<file path="config.mk">
export PLATFORM = sky130hd
export DESIGN_NAME = gbt_reset_sequencer
export DESIGN_NICKNAME = d
export VERILOG_FILES = /design/src/rtl/gbt_reset_sequencer_pkg.sv /design/src/rtl/gbt_reset_sequencer_ms_timeout_counter.sv /design/src/rtl/gbt_reset_sequencer.sv
export SDC_FILE = /design/constraint.sdc
export NUM_CORES = 1
export LEC_CHECK = 0
export CORE_ASPECT_RATIO = 0.75
export CORE_MARGIN = 4
export CORE_UTILIZATION = 58
export CTS_BUF_LIST = sky130_fd_sc_hd__clkbuf_4 sky130_fd_sc_hd__clkbuf_8
export DETAILED_ROUTE_END_ITERATION = 8
export HOLD_SLACK_MARGIN = 0.06
export PLACE_DENSITY_LB_ADDON = 0.12
export SLEW_MARGIN = 25
export SYNTH_ARGS = -nofsm -noshare
export SYNTH_HDL_FRONTEND = slang
export SYNTH_SLANG_ARGS = --single-unit
</file>
<file path="constraint.sdc">
create_clock -name clk_ik -period 2.93 [get_ports clk_ik]
set_input_delay 0.7325 -clock clk_ik [delete_from_list [all_inputs] [get_ports clk_ik]]
set_output_delay 0.7325 -clock clk_ik [all_outputs]
set_load 0.005 [all_outputs]
</file>
<file path="src/rtl/gbt_reset_sequencer_pkg.sv">
// gbt_reset_sequencer_pkg
//   Shared types and constants for the GBT link reset sequencer.
//   - t_gbt_rst_state : 4-bit encoded sequencer state. This encoding is also the
//                       value exported on state_o for the debug/PS register.
//   - t_gbt_rst_out   : the registered control/status outputs of one state.
//   - default cycle, timeout and retry constants.
//   - state_outputs() : maps a state to its output levels.
//   - max3()          : sizes the shared millisecond counter.
package gbt_reset_sequencer_pkg;

  typedef enum logic [3:0] {
    ST_IDLE     = 4'd0,
    ST_MGT_RST  = 4'd1,
    ST_WAIT_PLL = 4'd2,
    ST_TX_RST   = 4'd3,
    ST_WAIT_TX  = 4'd4,
    ST_RX_RST   = 4'd5,
    ST_WAIT_RX  = 4'd6,
    ST_LINKED   = 4'd7,
    ST_RETRY    = 4'd8,
    ST_FAILED   = 4'd9
  } t_gbt_rst_state;

  typedef struct packed {
    logic mgt_reset;
    logic tx_reset;
    logic rx_reset;
    logic busy;
    logic linked;
    logic fail;
  } t_gbt_rst_out;

  localparam int unsigned C_MGT_RST_CYCLES = 16;
  localparam int unsigned C_PLL_TIMEOUT_MS = 10;
  localparam int unsigned C_TX_TIMEOUT_MS  = 100;
  localparam int unsigned C_RX_TIMEOUT_MS  = 500;
  localparam int unsigned C_MAX_RETRIES    = 7;
  localparam int unsigned C_RETRY_W        = 4;

  function automatic int unsigned max3(input int unsigned a, input int unsigned b,
                                       input int unsigned c);
    int unsigned m;
    m = (a > b) ? a : b;
    return (m > c) ? m : c;
  endfunction

  // Reset lines are held asserted everywhere the link is not being brought up
  // (MGT_RST, RETRY, FAILED) and released one stage at a time as the sequence
  // advances.
  function automatic t_gbt_rst_out state_outputs(input t_gbt_rst_state s);
    t_gbt_rst_out o;
    o = '{mgt_reset: 1'b1, tx_reset: 1'b1, rx_reset: 1'b1,
          busy: 1'b1, linked: 1'b0, fail: 1'b0};
    case (s)
      ST_IDLE:     begin o.mgt_reset = 1'b0; o.tx_reset = 1'b0; o.rx_reset = 1'b0;
                         o.busy = 1'b0; end
      ST_MGT_RST:  ;
      ST_WAIT_PLL: o.mgt_reset = 1'b0;
      ST_TX_RST:   o.mgt_reset = 1'b0;
      ST_WAIT_TX:  begin o.mgt_reset = 1'b0; o.tx_reset = 1'b0; end
      ST_RX_RST:   begin o.mgt_reset = 1'b0; o.tx_reset = 1'b0; end
      ST_WAIT_RX:  begin o.mgt_reset = 1'b0; o.tx_reset = 1'b0; o.rx_reset = 1'b0; end
      ST_LINKED:   begin o.mgt_reset = 1'b0; o.tx_reset = 1'b0; o.rx_reset = 1'b0;
                         o.busy = 1'b0; o.linked = 1'b1; end
      ST_RETRY:    ;
      ST_FAILED:   begin o.busy = 1'b0; o.fail = 1'b1; end
      default:     ;
    endcase
    return o;
  endfunction

endpackage

</file>
<file path="src/rtl/gbt_reset_sequencer_ms_timeout_counter.sv">
// gbt_reset_sequencer_ms_timeout_counter
//   Millisecond timeout counter shared by all waiting states of the sequencer.
//   The count restarts from zero on clear_i, advances once per tick_i and
//   saturates at limit_i. expired_o is a single-cycle pulse raised when a tick
//   arrives while the count already equals the limit.
// Ports
//   clk_ik    in  clock
//   rst_ir    in  async reset, active high
//   clear_i   in  restart the count (state entry)
//   tick_i    in  1 ms enable
//   limit_i   in  CNT_W  timeout limit in ms for the current state
//   expired_o out timeout pulse
module gbt_reset_sequencer_ms_timeout_counter #(
  parameter int unsigned CNT_W = 9
) (
  input  logic             clk_ik,
  input  logic             rst_ir,
  input  logic             clear_i,
  input  logic             tick_i,
  input  logic [CNT_W-1:0] limit_i,
  output logic             expired_o
);

  logic [CNT_W-1:0] cnt_q, cnt_d;

  // Saturating at the limit keeps states without a timeout from wrapping
  // the count around and firing a spurious expiry later.
  always_comb begin
    cnt_d = cnt_q;
    if (clear_i)
      cnt_d = '0;
    else if (tick_i && (cnt_q != limit_i))
      cnt_d = cnt_q + CNT_W'(1);
  end

  assign expired_o = tick_i && (cnt_q == limit_i);

  always_ff @(posedge clk_ik or posedge rst_ir) begin
    if (rst_ir) cnt_q <= '0;
    else        cnt_q <= cnt_d;
  end

endmodule

</file>
<file path="src/rtl/gbt_reset_sequencer.sv">
// gbt_reset_sequencer
//   Ordered GTH/GBT bring-up launched on reset release or on a restart request:
//   MGT reset, PLL lock, TX reset, TX ready, RX reset, RX ready, then LINKED.
//   Timeouts restart the sequence up to g_max_retries times before FAILED.
// Ports
//   clk_ik            in   120 MHz clock
//   rst_ir            in   async reset, active high
//   tick_ms_i         in   1-cycle enable once per ms
//   req_i             in   restart request (rising edge)
//   los_i             in   optical loss of signal
//   mgt_pll_locked_i  in   GTH PLL lock
//   tx_ready_i        in   GBT TX ready
//   rx_ready_i        in   GBT RX ready
//   mgt_reset_o       out  GTH reset
//   tx_reset_o        out  GBT TX reset
//   rx_reset_o        out  GBT RX reset
//   busy_o            out  sequence in progress
//   linked_o          out  LINKED state
//   fail_o            out  FAILED state
//   retry_cnt_o       out  [3:0] restarts since last request
//   state_o           out  [3:0] encoded state
// Configuration
//   GBT_RST_SEQ_AUTO_RELINK_EN : when defined, LINKED drops to RETRY after
//   rx_ready_i is seen low on two consecutive ms ticks, and FAILED restarts on
//   a falling edge of los_i. Otherwise LINKED/FAILED leave only on req_i.
module gbt_reset_sequencer
  import gbt_reset_sequencer_pkg::*;
#(
  parameter int unsigned g_mgt_rst_cycles = C_MGT_RST_CYCLES,
  parameter int unsigned g_pll_timeout_ms = C_PLL_TIMEOUT_MS,
  parameter int unsigned g_tx_timeout_ms  = C_TX_TIMEOUT_MS,
  parameter int unsigned g_rx_timeout_ms  = C_RX_TIMEOUT_MS,
  parameter int unsigned g_max_retries    = C_MAX_RETRIES
) (
  input  logic                 clk_ik,
  input  logic                 rst_ir,
  input  logic                 tick_ms_i,
  input  logic                 req_i,
  input  logic                 los_i,
  input  logic                 mgt_pll_locked_i,
  input  logic                 tx_ready_i,
  input  logic                 rx_ready_i,
  output logic                 mgt_reset_o,
  output logic                 tx_reset_o,
  output logic                 rx_reset_o,
  output logic                 busy_o,
  output logic                 linked_o,
  output logic                 fail_o,
  output logic [C_RETRY_W-1:0] retry_cnt_o,
  output logic [3:0]           state_o
);

  // Wide enough to hold the largest limit itself.
  localparam int unsigned CNT_W = $clog2(max3(g_pll_timeout_ms, g_tx_timeout_ms,
                                              g_rx_timeout_ms) + 1);
  localparam int unsigned MGT_W = $clog2(g_mgt_rst_cycles);
  localparam logic [MGT_W-1:0]     MGT_LAST  = MGT_W'(g_mgt_rst_cycles - 1);
  localparam logic [C_RETRY_W-1:0] RETRY_MAX = C_RETRY_W'(g_max_retries);

  // Synchroniser bit positions
  localparam int unsigned I_TICK = 0;
  localparam int unsigned I_REQ  = 1;
  localparam int unsigned I_LOS  = 2;
  localparam int unsigned I_PLL  = 3;
  localparam int unsigned I_TX   = 4;
  localparam int unsigned I_RX   = 5;

  t_gbt_rst_state       state_q, state_d;
  t_gbt_rst_out         out_q, out_d;
  logic [5:0]           sync1_q, sync1_d, sync2_q, sync2_d;
  logic                 req_prev_q, req_prev_d, los_prev_q, los_prev_d;
  logic [MGT_W-1:0]     mgt_cyc_q, mgt_cyc_d;
  logic [C_RETRY_W-1:0] retry_cnt_q, retry_cnt_d;
  logic [CNT_W-1:0]     limit;
  logic                 tick_s, req_s, los_s, pll_s, tx_s, rx_s;
  logic                 req_rise, los_rise, pll_lost, restart, enter, expired;
`ifdef GBT_RST_SEQ_AUTO_RELINK_EN
  logic                 relink_low_q, relink_low_d;
  logic                 los_fall;
`endif

  // The ms tick goes through the same two stages as the status inputs so that
  // a tick and a ready edge arriving together are also seen together.
  assign sync1_d = {rx_ready_i, tx_ready_i, mgt_pll_locked_i, los_i, req_i, tick_ms_i};
  assign sync2_d = sync1_q;

  assign tick_s = sync2_q[I_TICK];
  assign req_s  = sync2_q[I_REQ];
  assign los_s  = sync2_q[I_LOS];
  assign pll_s  = sync2_q[I_PLL];
  assign tx_s   = sync2_q[I_TX];
  assign rx_s   = sync2_q[I_RX];

  assign req_prev_d = req_s;
  assign los_prev_d = los_s;
  assign req_rise   = req_s & ~req_prev_q;
  assign los_rise   = los_s & ~los_prev_q;
`ifdef GBT_RST_SEQ_AUTO_RELINK_EN
  assign los_fall   = ~los_s & los_prev_q;
`endif

  // Once the PLL has locked, every later state depends on it.
  always_comb begin
    pll_lost = 1'b0;
    case (state_q)
      ST_TX_RST, ST_WAIT_TX, ST_RX_RST, ST_WAIT_RX, ST_LINKED: pll_lost = ~pll_s;
      default: ;
    endcase
  end

  always_comb begin
    limit = '1;
    case (state_q)
      ST_WAIT_PLL: limit = CNT_W'(g_pll_timeout_ms);
      ST_WAIT_TX:  limit = CNT_W'(g_tx_timeout_ms);
      ST_WAIT_RX:  limit = CNT_W'(g_rx_timeout_ms);
      default: ;
    endcase
  end

  gbt_reset_sequencer_ms_timeout_counter #(.CNT_W(CNT_W)) u_ms_cnt (
    .clk_ik    (clk_ik),
    .rst_ir    (rst_ir),
    .clear_i   (enter),
    .tick_i    (tick_s),
    .limit_i   (limit),
    .expired_o (expired)
  );

  always_comb begin
    state_d     = state_q;
    retry_cnt_d = retry_cnt_q;
    restart     = 1'b0;
`ifdef GBT_RST_SEQ_AUTO_RELINK_EN
    relink_low_d = relink_low_q;
`endif
    if (req_rise) begin
      state_d     = ST_MGT_RST;
      retry_cnt_d = '0;
      restart     = 1'b1;
    end else if (pll_lost) begin
      state_d = ST_RETRY;
    end else begin
      case (state_q)
        ST_IDLE: ;
        ST_MGT_RST:
          if (mgt_cyc_q == MGT_LAST) state_d = ST_WAIT_PLL;
        // Ready is tested before the timeout so it wins a same-cycle tie.
        ST_WAIT_PLL:
          if (pll_s)        state_d = ST_TX_RST;
          else if (expired) state_d = ST_RETRY;
        ST_TX_RST:
          state_d = ST_WAIT_TX;
        ST_WAIT_TX:
          if (tx_s)         state_d = ST_RX_RST;
          else if (expired) state_d = ST_RETRY;
        // No timeout here: the far end may legitimately be dark for a long time.
        ST_RX_RST:
          if (!los_s)       state_d = ST_WAIT_RX;
        ST_WAIT_RX:
          if (rx_s)                     state_d = ST_LINKED;
          else if (expired || los_rise) state_d = ST_RETRY;
        ST_LINKED: begin
`ifdef GBT_RST_SEQ_AUTO_RELINK_EN
          if (tick_s && !rx_s && relink_low_q) state_d = ST_RETRY;
`endif
        end
        // The counter shows restarts taken, so the final timeout that lands in
        // FAILED leaves it at g_max_retries.
        ST_RETRY:
          if (retry_cnt_q == RETRY_MAX) begin
            state_d = ST_FAILED;
          end else begin
            state_d = ST_MGT_RST;
            if (retry_cnt_q != '1) retry_cnt_d = retry_cnt_q + C_RETRY_W'(1);
          end
        ST_FAILED: begin
`ifdef GBT_RST_SEQ_AUTO_RELINK_EN
          if (los_fall) begin
            state_d     = ST_MGT_RST;
            retry_cnt_d = '0;
            restart     = 1'b1;
          end
`endif
        end
        default: state_d = ST_MGT_RST;
      endcase
    end
`ifdef GBT_RST_SEQ_AUTO_RELINK_EN
    // Remembers one tick already seen with rx_ready low while LINKED.
    if (state_q != ST_LINKED || rx_s) relink_low_d = 1'b0;
    else if (tick_s)                  relink_low_d = 1'b1;
`endif
  end

  // A restart into the state already held still counts as an entry.
  assign enter = restart || (state_d != state_q);

  always_comb begin
    mgt_cyc_d = mgt_cyc_q;
    if (enter)                                              mgt_cyc_d = '0;
    else if (state_q == ST_MGT_RST && mgt_cyc_q != MGT_LAST) mgt_cyc_d = mgt_cyc_q + MGT_W'(1);
  end

  // Outputs are decoded from the next state so they change on the same edge
  // as state_q.
  assign out_d = state_outputs(state_d);

  always_ff @(posedge clk_ik or posedge rst_ir) begin
    if (rst_ir) begin
      state_q      <= ST_MGT_RST;
      out_q        <= state_outputs(ST_MGT_RST);
      sync1_q      <= '0;
      sync2_q      <= '0;
      req_prev_q   <= 1'b0;
      los_prev_q   <= 1'b0;
      mgt_cyc_q    <= '0;
      retry_cnt_q  <= '0;
`ifdef GBT_RST_SEQ_AUTO_RELINK_EN
      relink_low_q <= 1'b0;
`endif
    end else begin
      state_q      <= state_d;
      out_q        <= out_d;
      sync1_q      <= sync1_d;
      sync2_q      <= sync2_d;
      req_prev_q   <= req_prev_d;
      los_prev_q   <= los_prev_d;
      mgt_cyc_q    <= mgt_cyc_d;
      retry_cnt_q  <= retry_cnt_d;
`ifdef GBT_RST_SEQ_AUTO_RELINK_EN
      relink_low_q <= relink_low_d;
`endif
    end
  end

  assign mgt_reset_o = out_q.mgt_reset;
  assign tx_reset_o  = out_q.tx_reset;
  assign rx_reset_o  = out_q.rx_reset;
  assign busy_o      = out_q.busy;
  assign linked_o    = out_q.linked;
  assign fail_o      = out_q.fail;
  assign retry_cnt_o = retry_cnt_q;
  assign state_o     = state_q;

endmodule

</file>
==> results.md, run 1 <==
* Synth warn at 0
* Endpoint class of the critical path: register
* Met1 usage at 29.14%
* Synth area leaders: dfrtp_1 45%, dfstp_2 6.5%, nor3_1 5.0%
* Ant. Diodes at 0
* Clk_lat worst skew at 0.30 ns
* Met3 GRT Util at 6.535%
* Initial antenna violation count at 0
* CP required at 3.14 ns
* Top cells by count, synth: 36 x dfrtp_1, 20 x nor3_1, 10 x inv_1, 10 x xnor2_1, 9 x nor2_1
* Minimum clock period after layout at 2.730 ns
* Port buffer count at 21
* IO Count at 22
* Number of post-CTS setup repair buffers at 0
* Largest net degree at the start of global routing at 42
* WP data arrival at 2.94 ns
* TNS Setup at 0 ns
* DIE HEIGHT at 58.98 µm
* GRT Util Overall at 20.78%
* Syn Inst Count at 191
* Routed length per placed instance at 16.39 µm
* Total core area at 3311 µm²
* Vias in the first global route at 1475
* Layout Nets at 227
* DRT iter0 DRCs at 222
* Total CTS buffers at 5
* Post-synthesis cell area at 2009 µm²
* RePlAce Congestion at 0.8794
* Peak supply drop at 0.4913 mV
* Final Skew at 0.007172 ns
* HP Class: register to register
* Final WL at 4.211 mm
* DR vias at 1571
* Count of final hold-check violations at 0
* Fraction of layout cells with a size suffix above 1 at 12.90%
* CTS tree: yes
* Clock sink count at 41
* Leakage power at 0.9815 nW
* Crit path launch type: register
* Clock buffer depth at 2
* Cell accounting for the most synthesized area: dfrtp_1
* Post-route DRC at 0
* Area growth, synth to finish at 17.99%
* Power Dens Cells at 660.1 nW/µm²
* Final period utilization at 93.17%
* Die W at 75.97 µm
* Pins Over Slew Limit at 0
* Synth cell types at 55
* Status: completed
* Number of synthesized register bits at 41
* EDFF count, synth at 0
* GR Overflow Total at 0
* Yosys top cell area share at 44.83%
* Syn Area/Cell at 10.52 µm²
* DR pass1 iterations at 4
* CP Class: register to register
* Slew margin rel. at 58.38%
* Max Cap Viol at 0
* Final setup violation count at 0
* First-pass GRT wire length at 7.162 mm
* Seq/Total Area, Yosys at 51.37%
* Clk Tree Root Cell: clkbuf_8
* Num rows at 18
* Synthesized Nets at 202
* Die Area at 4480 µm²
* Filler cells at 244
* Clk slew on worst S/H paths at 0.08 ns
* Slew @ Worst Pin at 0.6205 ns
* H-tree levels at 2
* Crit Path Max Fanout at 13
* Average vias per placed instance at 6.113
* Initial Util at 60.70%
* DRT antenna net count at 0
* M2 GR Usage at 29.15%
* Unrepaired setup endpoints after global routing: false
* Final HPWL DP at 3.107 mm
* Maximum clock frequency at 0.3663 GHz
* WHS at 0.3515 ns
* Most frequent cell after synthesis: dfrtp_1
* GRT Max-Usage Layer: met2
* PostCTS Resize Cnt at 0
* Hold_buf cts at 0
* Ys flop type: dfrtp_1
* Post-synth ARST share at 100.0%
-- where the power goes --
part	internal [W]	switching, W	total, W
combinational	0.000205	0.000225	0.000429
clock	0.000169	0.000201	0.000370
sequential	0.000664	0.000102	0.000766
-- worst paths after layout --
kind | startpoint | endpoint | slack (ns) | cells after the start
worst max-delay path | state_o[3] | u_ms_cnt.cnt_q[5] | 0.20 | 7
worst min-delay path | sync1_q[4] | sync2_q[4] | 0.35 | 0
worst max register to register | state_o[3] | u_ms_cnt.cnt_q[5] | 0.20 | 7
worst min register to register | sync1_q[4] | sync2_q[4] | 0.35 | 0
max in group asynchronous | rst_ir | busy_o | 1.71 | 3
min in group asynchronous | rst_ir | mgt_cyc_q[1] | 0.85 | 3
-- layer usage --
layer	wire, µm	vias up	share of wire [%]
met5	0	-	0
met4	72	0	1.7
met3	375	7	8.9
met2	1820	55	43
met1	1942	752	46
li1	-	757	-
-- sequential cells by signal (all words and copies together) (netlist names) --
| signal | flops |
|---|---|
| retry_cnt_o | 4 |
| mgt_reset_o | 1 |
| busy_o | 1 |
| req_prev_q | 1 |
| linked_o | 1 |
| fail_o | 1 |
| rx_reset_o | 1 |
| sync1_q | 6 |
| sync2_q | 6 |
| mgt_cyc_q | 4 |
| los_prev_q | 1 |
| u_ms_cnt.cnt_q | 9 |
| tx_reset_o | 1 |
| state_o | 4 |
-- worst max-delay path, stage by stage, from the launching register on --
cell	delay (ns)
dfrtp_1	0.42
buf_4	0.19
or2_2	0.30
o311ai_1	0.29
a222oi_1	0.19
a2111o_1	0.49
a311o_2	0.53
nor3_1	0.22
-- cells in the final DEF (no fill, tap or decap), types with 3 or more instances in the layout --
cell and instances:
nand2b_1 3, clkbuf_8 5, buf_4 8, nor2_1 9, a21oi_1 5, nand4_1 6
ha_1 3, clkdlybuf4s50_1 21, mux2i_1 4, xor2_1 5, nor3_1 20, nand2_1 4
o21ai_0 7, dfstp_2 5, dfrtp_1 36, nand3b_1 4, nand3_1 5, xnor2_1 10
inv_1 10
-- kinds of logic (layout without fill, tap and decap cells) --
| group | Yosys count | in the layout | synth area share [%] |
|---|---|---|---|
| fa+ha+maj | 3 | 3 | 1.868 |
| mux | 5 | 5 | 2.553 |
| flops | 41 | 41 | 51.37 |
| simple gates | 71 | 71 | 20.49 |
| compound gates | 35 | 35 | 12.83 |
| buf+inv | 21 | 47 | 4.359 |
| xor+xnor | 15 | 15 | 6.538 |
-- final cells by class --
type	count	area (µm²)	share of cell area, %
flip-flops and latches	41	1032	43.54
clock inverters	3	21.27	0.8971
repair buffers	29	270.3	11.40
clock buffers	5	68.82	2.902
inverters	10	37.54	1.583
well taps	40	50.05	2.111
multi-input cells	129	890.9	37.57
-- stage by stage --
stage | power [W] | worst slack, ns | std cells | area [µm²] | util [%]
3_5_place_dp | 0.001199 | 0.07252 | 249 | 2280 | 68.86
5_1_grt | 0.001675 | 0.006640 | 257 | 2371 | 71.62
6_report | 0.001565 | 0.2001 | 257 | 2371 | 71.62
2_1_floorplan | 0.001064 | 0.3221 | 191 | 2009 | -
4_1_cts | 0.001576 | 0.02416 | 257 | 2370 | 71.58
3_3_place_gp | 0.001182 | 0.1555 | 249 | 2280 | 68.86
Note: power is estimated with default switching activity, not from simulation.
==> inputs of run 2 (changes only) <==
--- a/config.mk
+++ b/config.mk
@@ -5,7 +5,7 @@
 export SDC_FILE = /design/constraint.sdc
 export NUM_CORES = 1
 export LEC_CHECK = 0
-export CORE_ASPECT_RATIO = 0.75
+export CORE_ASPECT_RATIO = 1.5
 export CORE_MARGIN = 4
 export CORE_UTILIZATION = 58
 export CTS_BUF_LIST = sky130_fd_sc_hd__clkbuf_4 sky130_fd_sc_hd__clkbuf_8
==> results.md, run 2 (synthesis gave the netlist of run 1 again) <==
* R2R Setup Slk at 0.26 ns
* DRT antenna net count at 0
* Clk_lat worst skew at 0.29 ns
* First-pass GRT wire length at 7.879 mm
* Placed insts at 249
* Clock sink count at 41
* Clk Tree Root Cell: clkbuf_8
* DIE HEIGHT at 80.09 µm
* Number of post-CTS setup repair buffers at 0
* Final instance area at 2385 µm²
* HP Class: register to register
* CP required at 3.14 ns
* GR Overflow Total at 0
* IO Count at 22
* Die Area at 4490 µm²
* Maximum clock frequency at 0.3746 GHz
* Crit-path cells: buf_4 > or2_2 > o311ai_1 > a222oi_1 > a2111o_1 > a311o_2 > nor3_1
* Final setup violation count at 0
* Routed length per placed instance at 17.28 µm
* Max Cap Viol at 0
* Clk slew on worst S/H paths at 0.08 ns
* Worst path bufs/invs at 1
* Final period utilization at 91.11%
* DR vias at 1619
* CP Class: register to register
* Slowest cell on crit path: a311o_2
* Clock buffer depth at 2
* Largest regs: u_ms_cnt.cnt_q: 9 flops, sync1_q: 6 flops, sync2_q: 6 flops
* Leakage power at 0.9812 nW
* WP data arrival at 2.88 ns
* Post-Route Utilization at 73.31%
* Hold_sp: sync1_q[0]
* PostCTS Resize Cnt at 0
* Final HPWL DP at 3.297 mm
* Port buffer count at 21
* Die W at 56.06 µm
* Largest register FFs at 9
* WHS at 0.3510 ns
* Final Non-Filler Cells at 257
* DP Area at 2292 µm²
* Power Dens Cells at 662.0 nW/µm²
* Total core area at 3253 µm²
* Slew @ Worst Pin at 0.7346 ns
* Final Skew at 0.003843 ns
* Hold-critical path depth at 0
* DRT iter0 DRCs at 77
* Slew margin rel. at 50.97%
* H-tree levels at 2
* Area growth, synth to finish at 18.68%
* Count of final hold-check violations at 0
* Minimum clock period after layout at 2.670 ns
* Initial antenna violation count at 0
* Vias in the first global route at 1671
* Hold path endpoint: sync2_q[0]
* Crit Path Max Fanout at 13
* RePlAce Congestion at 0.9293
* TNS Setup at 0 ns
* Reg2reg end: u_ms_cnt.cnt_q[7]
* Peak supply drop at 0.4839 mV
* GRT Util Overall at 22.72%
* Average vias per placed instance at 6.300
* Ant. Diodes at 0
* Endpoint class of the critical path: register
* Reg2reg start: state_o[3]
* Pins Over Slew Limit at 0
* Post-route DRC at 0
* Most frequent cells in the layout: 36 x dfrtp_1, 21 x clkdlybuf4s50_1, 20 x nor3_1, 10 x xnor2_1, 10 x inv_1
* CTS tree: yes
* Fraction of layout cells with a size suffix above 1 at 12.90%
* Layout Nets at 227
* Final WL at 4.442 mm
* Status: completed
* DR pass1 iterations at 4
* Initial Util at 61.77%
* Num rows at 25
* Most common cell after layout, fill and taps aside: dfrtp_1
* Reg2Reg Depth at 7
* Largest net degree at the start of global routing at 25
* Crit path launch type: register
* Unrepaired setup endpoints after global routing: false
* Largest delay share family, worst path: compound AO/OA/AOI/OAI gates
* Critical path's largest stage delay at 0.53 ns
* Biggest register: u_ms_cnt.cnt_q
* Total CTS buffers at 5
* Hold_buf cts at 0
run 2: cell count changes in the layout (fill, tap and decap cells not counted):
cell / before / now
inv_6: 1 / 0
clkinv_2: 1 / 0
clkinvlp_4: 1 / 2
buf_4: 8 / 7
buf_12: 0 / 1
clkbuf_4: 0 / 1
run 2: final cells by class:
| class | instances | area [µm²] |
|---|---|---|
| fill | 239 | 868.3 |
| multi-input combinational | 129 | 890.9 |
| tap | 40 | 50.05 |
| clock inverter | 2 | 15.01 |
| clock buffer | 6 | 76.32 |
| timing repair buffer | 29 | 282.8 |
| sequential | 41 | 1032 |
| inverter | 10 | 37.54 |
run 2: power by group:
group	internal (W)	total (W)	switching (W)
clock network	0.000177	0.000367	0.000190
logic	0.000215	0.000465	0.000250
registers	0.000663	0.000747	0.0000839
run 2: worst max path at each step:
stage | start | to | slack [ns] | cells past startpoint
after detailed placement | state_o[3] | u_ms_cnt.cnt_q[7] | 0.21 | 6
after global placement | state_o[3] | u_ms_cnt.cnt_q[4] | 0.29 | 6
after floorplan | state_o[3] | busy_o | 0.32 | 8
after CTS | state_o[3] | u_ms_cnt.cnt_q[7] | 0.19 | 6
after global routing | state_o[3] | u_ms_cnt.cnt_q[5] | 0.08 | 8
final | state_o[3] | u_ms_cnt.cnt_q[7] | 0.26 | 7
run 2: through the flow:
stage,setup slack (ns),total power (W)
2_1_floorplan,0.3221,0.001064
3_3_place_gp,0.2883,0.001189
3_5_place_dp,0.2105,0.001219
4_1_cts,0.1936,0.001590
5_1_grt,0.08094,0.001687
6_report,0.2604,0.001579
run 2: routing by layer:
layer | global-route usage (%) | share of wire (%)
met1 | 25.53 | 37
met3 | 4.502 | 4.9
met2 | 40.28 | 54
met4 | 11.88 | 3.7
met5 | 0 | 0
==> inputs of run 3 (changes only) <==
--- a/config.mk
+++ b/config.mk
@@ -5,7 +5,7 @@
 export SDC_FILE = /design/constraint.sdc
 export NUM_CORES = 1
 export LEC_CHECK = 0
-export CORE_ASPECT_RATIO = 1.5
+export CORE_ASPECT_RATIO = 1.75
 export CORE_MARGIN = 4
 export CORE_UTILIZATION = 58
 export CTS_BUF_LIST = sky130_fd_sc_hd__clkbuf_4 sky130_fd_sc_hd__clkbuf_8
==> results.md, run 3 (synthesis gave the netlist of run 1 again) <==
* Status: completed
* Final period utilization at 94.57%
* Post-route DRC at 0
* Largest regs: u_ms_cnt.cnt_q: 9 flops, sync1_q: 6 flops, sync2_q: 6 flops
* Crit path launch type: register
* Final WL at 4.523 mm
* Count of final hold-check violations at 0
* HP Class: register to register
* TNS Setup at 0 ns
* Critical path endpoint: u_ms_cnt.cnt_q[3]
* RePlAce Congestion at 0.8475
* Clk Tree Root Cell: clkbuf_8
* Routed length per placed instance at 17.20 µm
* CP required at 3.13 ns
* DR vias at 1604
* CP Class: register to register
* Vias in the first global route at 1688
* Reg2reg start: state_o[0]
* Peak supply drop at 0.5159 mV
* DIE HEIGHT at 85.87 µm
* Sw Pwr at 0.0005309 W
* Die Area at 4507 µm²
* Clk slew on worst S/H paths at 0.08 ns
* Unrepaired setup endpoints after global routing: false
* GRT Util Overall at 23.13%
* Clk_lat worst skew at 0.29 ns
* Metal-1 WL at 1.636 mm
* IO Count at 22
* Total core area at 3363 µm²
* Clock buffer depth at 2
* Final HPWL DP at 3.429 mm
* Reg2reg end: u_ms_cnt.cnt_q[3]
* Most frequent cells in the layout: 36 x dfrtp_1, 21 x clkdlybuf4s50_1, 19 x nor3_1, 10 x xnor2_1, 10 x inv_1
* Num rows at 28
* Final Non-Filler Cells at 263
* Initial antenna violation count at 0
* Placed insts at 254
* Switch share at 33.39%
* Most common cell after layout, fill and taps aside: dfrtp_1
* Final Skew at 0.005302 ns
* Filler cells at 272
* Minimum clock period after layout at 2.771 ns
* CTS tree: yes
* Total CTS buffers at 5
* Clk pwr share at 23.4%
* Sequential Power Share at 47.9%
* Internal at 0.001059 W
* DRT antenna net count at 0
* Average vias per placed instance at 6.099
* First-pass GRT wire length at 7.755 mm
* Combinational group share of total power at 28.7%
* Reg2Reg Depth at 8
* Crit Path Max Fanout at 15
* Uppermost routed layer: met4
* H-tree levels at 2
* R2R Setup Slk at 0.16 ns
* DR pass1 iterations at 4
* Met3 Wirelength at 166 µm
* Largest register FFs at 9
* Slew margin rel. at 57.29%
* Slew @ Worst Pin at 0.6369 ns
* Fraction of layout cells with a size suffix above 1 at 13.30%
* Largest net degree at the start of global routing at 41
* Power Dens Cells at 665.3 nW/µm²
* Total power at 0.001590 W
* Layout Nets at 228
* Port buffer count at 21
* Max Cap Viol at 0
* Pins Over Slew Limit at 0
* Maximum clock frequency at 0.3609 GHz
* DRT iter0 DRCs at 81
* Clock sink count at 41
* WP data arrival at 2.98 ns
* Ant. Diodes at 0
* Initial Util at 59.75%
* Biggest register: u_ms_cnt.cnt_q
* Area growth, synth to finish at 18.93%
* Hold_sp: sync1_q[2]
* Die W at 52.50 µm
* Final setup violation count at 0
* Leakage power at 0.9848 nW
* Endpoint class of the critical path: register
* Met2 WL at 2.476 mm
* Critical Path Source: state_o[0]
* GR Overflow Total at 0
## run 3: routing by layer
layer  track usage, %  vias up
met4            12.56        0
met5                0        -
met2            39.03       55
met1            26.24      775
li1                 -      751
met3            5.043       23
## run 3: how the worst min path moves through the flow
stage,cells after the start,to,slack [ns]
after floorplan,0,sync2_q[0],0.33
after global placement,0,sync2_q[4],0.33
after detailed placement,0,sync2_q[4],0.34
after CTS,0,sync2_q[4],0.35
after global routing,0,sync2_q[4],0.37
final,0,sync2_q[2],0.35
## run 3: power by group through the flow
stage | clock network (W) | registers, W | logic (W)
finish | 0.000371 | 0.000762 | 0.000456
global route | 0.000407 | 0.000779 | 0.000511
detailed placement | 0 | 0.000774 | 0.000450
CTS | 0.000381 | 0.000763 | 0.000452
global placement | 0 | 0.000768 | 0.000427
floorplan | 0 | 0.000731 | 0.000333
## run 3: per-stage QoR
stage                     hold WS (ns)  utilization, %  area, µm²  setup WS, ns
after floorplan                 0.3312               -       2009        0.3221
after global placement          0.3321           67.97       2286        0.2840
after detailed placement        0.3358           67.97       2286        0.1854
after CTS                       0.3543           70.68       2377        0.1570
after global routing            0.3670           71.06       2390      0.001800
final                           0.3510           71.06       2390        0.1591
## run 3: timing repair
action                                  in CTS  in global routing
buffers inserted                             0                  1
gates resized for setup                      0                  1
hold buffers                                 0                  0
endpoints found under the setup margin       0                 15
## run 3: critical path, cell delays in order, from the launching register on
cell and delay, ns:
dfstp_2 0.44, or4b_1 0.61, o2111ai_1 0.14, a222oi_1 0.09, buf_4 0.17, a2111o_1 0.46, a311o_1 0.38, buf_4 0.19
nor3_1 0.20
## run 3: cell type report
cell class	instances	area, µm²	area share [%]
clock buffer	6	76.32	3.194
clock inverter	2	15.01	0.6283
inverter	10	37.54	1.571
multi-input combinational	129	894.6	37.43
sequential	41	1032	43.19
tap	45	56.30	2.356
timing repair buffer	30	277.8	11.62
